`config.mk`:
```
export PLATFORM = sky130hd
export DESIGN_NAME = chacha_round_sequencer
export DESIGN_NICKNAME = d
export VERILOG_FILES = /design/src/rtl/chacha_pkg.sv /design/src/rtl/chacha_qr_index.sv /design/src/rtl/chacha_round_sequencer.sv
export SDC_FILE = /design/constraint.sdc
export NUM_CORES = 1
export LEC_CHECK = 0
export CAP_MARGIN = 20
export CORE_ASPECT_RATIO = 1.2
export CORE_MARGIN = 8
export CORE_UTILIZATION = 40
export CTS_BUF_LIST = sky130_fd_sc_hd__clkbuf_8 sky130_fd_sc_hd__clkbuf_16
export CTS_CLUSTER_DIAMETER = 60
export DETAILED_ROUTE_END_ITERATION = 10
export PLACE_DENSITY = 0.68
export REMOVE_ABC_BUFFERS = 1
export SETUP_SLACK_MARGIN = 0.05
export SLEW_MARGIN = 20
export SYNTH_ARGS = -nofsm -noshare
export SYNTH_HDL_FRONTEND = slang
export SYNTH_SLANG_ARGS = --single-unit
```
`constraint.sdc`:
```
create_clock -name clk -period 4.5 [get_ports clk]
set_clock_uncertainty 0.2 [all_clocks]
set_input_delay 0.675 -clock clk [delete_from_list [all_inputs] [get_ports clk]]
set_output_delay 0.675 -clock clk [all_outputs]
set_load 0.005 [all_outputs]
```
`src/rtl/chacha_pkg.sv`:
```
// Shared types and constants for the ChaCha round sequencer.
package chacha_pkg;

  typedef enum logic [2:0] {
    StIdle,
    StQrIssue,
    StQrWait,
    StFf,
    StDone
  } state_e;

  localparam int unsigned QR_PER_DR   = 8;
  localparam int unsigned STATE_WORDS = 16;
  // State word incremented by ctr_inc at the end of each block.
  localparam int unsigned CTR_WORD    = 12;

endpackage

```
`src/rtl/chacha_qr_index.sv`:
```
// Quarter-round operand index decode: q[1:0] selects the lane, q[2] selects
// column (0) or diagonal (1) rounds.
module chacha_qr_index (
  input  logic [2:0] q,
  output logic [3:0] idx_a,
  output logic [3:0] idx_b,
  output logic [3:0] idx_c,
  output logic [3:0] idx_d
);

  logic [1:0] lane;
  logic       diag;

  // Each row is rotated by k, 2k and 3k lanes; 2-bit adds give the mod-4 wrap.
  always_comb begin
    lane  = q[1:0];
    diag  = q[2];
    idx_a = {2'b00, lane};
    idx_b = {2'b01, lane + {1'b0, diag}};
    idx_c = {2'b10, lane + {diag, 1'b0}};
    idx_d = {2'b11, lane + {diag, diag}};
  end

endmodule

```
`src/rtl/chacha_round_sequencer.sv`:
```
// Control FSM for the shared ChaCha quarter-round datapath: issues the
// column/diagonal quarter-rounds, walks the feed-forward add, then pulses
// done together with the block-counter increment.
module chacha_round_sequencer
  import chacha_pkg::*;
#(
  parameter int unsigned DOUBLE_ROUNDS = 10
) (
  input  logic       clk,
  input  logic       rst_n,
  input  logic       start,
  input  logic       abort,
  input  logic       qr_done,
  output logic       busy,
  output logic       qr_go,
  output logic [3:0] qr_idx_a,
  output logic [3:0] qr_idx_b,
  output logic [3:0] qr_idx_c,
  output logic [3:0] qr_idx_d,
  output logic       ff_en,
  output logic [3:0] ff_idx,
  output logic       done,
  output logic       ctr_inc
);

  localparam logic [2:0] QLast  = 3'(QR_PER_DR - 1);
  localparam logic [3:0] RLast  = 4'(DOUBLE_ROUNDS - 1);
  localparam logic [3:0] FfLast = 4'(STATE_WORDS - 1);

  state_e     state_q;
  logic [2:0] qr_cnt_q;
  logic [3:0] dr_cnt_q;
  logic [2:0] q_issue;
  logic [3:0] nxt_a, nxt_b, nxt_c, nxt_d;

  // Quarter-round number of the next issue; the 3-bit wrap restarts at 0
  // for a new double round, and IDLE always starts at 0.
  always_comb begin
    q_issue = (state_q == StQrWait) ? qr_cnt_q + 3'd1 : 3'd0;
  end

  chacha_qr_index u_qr_index (
    .q     (q_issue),
    .idx_a (nxt_a),
    .idx_b (nxt_b),
    .idx_c (nxt_c),
    .idx_d (nxt_d)
  );

  // State, counters and registered outputs; abort shares the reset path so
  // it wins over start and qr_done.
  always_ff @(posedge clk) begin
    if (!rst_n || abort) begin
      state_q  <= StIdle;
      qr_cnt_q <= '0;
      dr_cnt_q <= '0;
      busy     <= 1'b0;
      qr_go    <= 1'b0;
      qr_idx_a <= '0;
      qr_idx_b <= '0;
      qr_idx_c <= '0;
      qr_idx_d <= '0;
      ff_en    <= 1'b0;
      ff_idx   <= '0;
      done     <= 1'b0;
      ctr_inc  <= 1'b0;
    end else begin
      qr_go   <= 1'b0;
      done    <= 1'b0;
      ctr_inc <= 1'b0;
      unique case (state_q)
        StIdle: begin
          if (start) begin
            state_q  <= StQrIssue;
            busy     <= 1'b1;
            qr_go    <= 1'b1;
            qr_cnt_q <= '0;
            dr_cnt_q <= '0;
            qr_idx_a <= nxt_a;
            qr_idx_b <= nxt_b;
            qr_idx_c <= nxt_c;
            qr_idx_d <= nxt_d;
          end
        end
        StQrIssue: begin
          state_q <= StQrWait;
        end
        StQrWait: begin
          if (qr_done) begin
            if (qr_cnt_q < QLast || dr_cnt_q < RLast) begin
              state_q  <= StQrIssue;
              qr_go    <= 1'b1;
              qr_cnt_q <= q_issue;
              if (qr_cnt_q == QLast) begin
                dr_cnt_q <= dr_cnt_q + 4'd1;
              end
              qr_idx_a <= nxt_a;
              qr_idx_b <= nxt_b;
              qr_idx_c <= nxt_c;
              qr_idx_d <= nxt_d;
            end else begin
              state_q  <= StFf;
              qr_cnt_q <= '0;
              dr_cnt_q <= '0;
              ff_en    <= 1'b1;
              ff_idx   <= '0;
              qr_idx_a <= '0;
              qr_idx_b <= '0;
              qr_idx_c <= '0;
              qr_idx_d <= '0;
            end
          end
        end
        StFf: begin
          if (ff_idx == FfLast) begin
            state_q <= StDone;
            ff_en   <= 1'b0;
            ff_idx  <= '0;
            done    <= 1'b1;
            ctr_inc <= 1'b1;
          end else begin
            ff_idx <= ff_idx + 4'd1;
          end
        end
        StDone: begin
          state_q <= StIdle;
          busy    <= 1'b0;
        end
        default: begin
          state_q <= StIdle;
          busy    <= 1'b0;
        end
      endcase
    end
  end

endmodule

```
==> flow_summary.toml <==
[detailed_routing]
wl_met3_um = 225
dr_wl_met2_um = 1440
drc = 0
dr.max_layer_used = "met4"
antenna_left = 0
routed_wl_um = 2900
wl_per_cell_um = 14.4
drtPass1Iterations = 4
wl_met1_um = 1200
viasPerCell = 5.35
vias = 1081
drtIter0Drc = 69

[cells_and_area]
drive_gt1_share_pct = 8.48
seq_area_um2 = 500
nets = 177
antenna_cells = 0
fin_cells = 202
syn_to_final_growth_pct = 18.5
fill_cells = 316
multiInputGateArea_um2 = 722

[clocking]
clock_latency_ns = 0.27
post-cts-setup-buffer-count = 0
cts_num_sinks = 25
ctsHoldBuffers = 0
clock-root-buffer = "clkbuf_8"
ctsResizeCount = 0
cts_tree = "built"
clk_pin_slew_worst_paths_ns = 0.09
clockBufferDepth = 2
h-tree-depth = 1
cts_inserted_buffers = 3

[placed_design]
dp_cells = 198
hpwl_um = 2180
portBuffers = 25
gp_congestion = 0.788

[worst_setup_path]
critPathTopFamily = "compound AO/OA/AOI/OAI gates"
end_kind = "register"
cp_cell_sequence = "clkdlybuf4s50_1 -> nand2_2 -> a211o_1 -> a22oi_1 -> nor2_1"
cp_slowest_cell = "clkdlybuf4s50_1"
crit_path_end = "qr_cnt_q[2]"
cpPeakStageDelay_ns = 0.63
timing.rr.start = "state_q[1]"
cp.depth = 5
crit_buf_inv = 1
cp-startpoint = "qr_done"
crit_type = "primary input to register"
worstSetupStartpointType = "primary input"
ff2ff_setup_slack_ns = 2.39
arrival_ns = 2.19
worstPathRequired_ns = 4.43
cp_max_fo = 12
r2r_end = "qr_idx_b[1]"
reg2reg_depth = 6

[logic_synthesis]
synth.area.top_cells = "dfxtp_1, buf_4, ha_1"
synthTopCellsByCount = "dfxtp_1, nand2_1, buf_4"
yosysSeqAreaShare_pct = 37.7
synth_top_cell_by_area = "dfxtp_1"
ys_types = 44
synth-async-reset-ratio_pct = 0
syn-instance-count = 149
ys.flop_type = "dfxtp_1"
synth_edf_count = 0
yosysMostFrequentCell = "dfxtp_1"
avgSynthCellArea_um2 = 8.90
ys_warn_count = 0
ys_ff_latch = 25
yosysTopAreaCellShare_pct = 37.7
synth_area_um2 = 1330

[timing]
period_needed_ns = 2.25
timing_hold_violations_final = 0
tightestPinTransition_ns = 0.871
slew_violations = 0
grt_setup_unrepaired = "false"
fmax_mhz = 444
finalSetupViolations = 0
period_share_pct = 50.1
slew-limit-headroom_pct = 42.0
setup_tns_ns = 0

[floorplanning]
rows = 23
start_util_pct = 40.8
dieHeight_um = 79.1
io_pins = 30
die_w_um = 68.6
fp.dieArea_um2 = 5420
fp.coreArea_um2 = 3250

[power]
seq_power_share_pct = 58.6
power.leakage_nw = 0.578
switching_power_mw = 0.0883
finalPower_mw = 0.386
swShare_pct = 22.9
intPower_mw = 0.297
clock_power_share_pct = 33.7
pwr-share-comb_pct = 7.8
power_density_nw_per_um2 = 245
ir_drop_uv = 142

[grt]
first_global_vias = 1084
antenna_found_initial = 0
grt_util_all_layers_pct = 11.4
overflow = 0
grt_max_degree = 24
grt_pass1_wl_um = 4970

[hold_path]
worstHoldPathType = "register to register"

[run_status]
status = "complete, no violations"

[flow_run]
maxCapViolCount = 0
## metrics by stage
stage	instance area (µm²)	utilization (%)	hold WS, ns	setup slack, ns
finish	1570	48.3	0.260	2.25
global route	1570	48.3	0.279	2.14
CTS	1570	48.3	0.265	2.25
detailed placement	1530	46.9	0.254	1.95
global placement	1530	46.9	0.249	1.99
floorplan	1230	-	0.248	2.65
## logic make-up (layout without fill, tap and decap cells)
kind of cell               count (synthesis)  in the layout  share of synthesized area, %
buffers and inverters                     18             31                          8.68
adders and majority gates                  6              6                          5.66
xor gates and xnor gates                   3              3                          1.98
AOI/OAI and AO/OA                         34             34                          18.9
other                                      1              4                         0.283
and+or+nand+nor                           62             62                          26.8
DFF                                       25             25                          37.7
## how the worst min path moves through the flow
stage                           start     endpoint  depth (start not counted)
after floorplan           qr_idx_b[1]  qr_idx_b[1]                          2
after global placement          ff_en        ff_en                          2
after detailed placement  qr_idx_b[1]  qr_idx_b[1]                          2
after CTS                 qr_idx_b[1]  qr_idx_b[1]                          2
after global routing      qr_idx_b[1]  qr_idx_b[1]                          2
final                     qr_idx_b[1]  qr_idx_b[1]                          2
## registers in the layout, indices dropped and copies added, names as in the netlist
register	count
dr_cnt_q	4
qr_cnt_q	3
qr_idx_d	3
qr_go	1
qr_idx_c	1
ff_idx	4
ctr_inc	1
busy	1
qr_idx_b	1
state_q	3
ff_en	1
qr_idx_a	2
## cell usage in the layout, fill, tap and decap left out, types with 2 or more instances in the layout
cell type	netlist	routed
dfxtp_1	25	25
clkdlybuf4s50_1	0	25
nand2_1	13	13
nor2_1	11	11
a21oi_1	10	10
nand3_1	6	6
o21ai_0	6	6
ha_1	6	6
and3_1	5	5
nor2b_1	4	4
conb_1	1	4
inv_1	2	3
a22oi_1	3	3
a32o_1	3	3
xor2_1	3	3
clkbuf_8	0	3
nand2_2	2	2
nand2b_1	2	2
nand4_1	2	2
nor3_1	2	2
nor3b_1	2	2
or3_1	2	2
a31oi_1	2	2
o21ai_1	2	2
## power by group through the flow
stage          registers, mW  logic, mW  clock network, mW
2_1_floorplan          0.231     0.0152                  0
3_3_place_gp           0.231     0.0295                  0
3_5_place_dp           0.231     0.0298                  0
4_1_cts                0.226     0.0300              0.133
5_1_grt                0.226     0.0330              0.144
6_report               0.226     0.0300              0.130
## cell type report
type	count	area share [%]
timing repair buffer	25	15.9
clock buffer	3	2.63
multi-input combinational	109	45.9
sequential	25	31.8
tap	37	2.95
inverter	2	0.478
clock inverter	1	0.239
## tightest hold or removal path, cell delays in order, from the launching register on
cell	delay [ns]
dfxtp_1	0.31
nand2_1	0.05
a21oi_1	0.05
## routing by layer
layer,up-vias,global-route usage (%)
met5,-,0
met4,0,4.31
li1,548,-
met3,5,3.52
met2,28,18.7
met1,500,13.3
(Power assumes the default switching activity.)
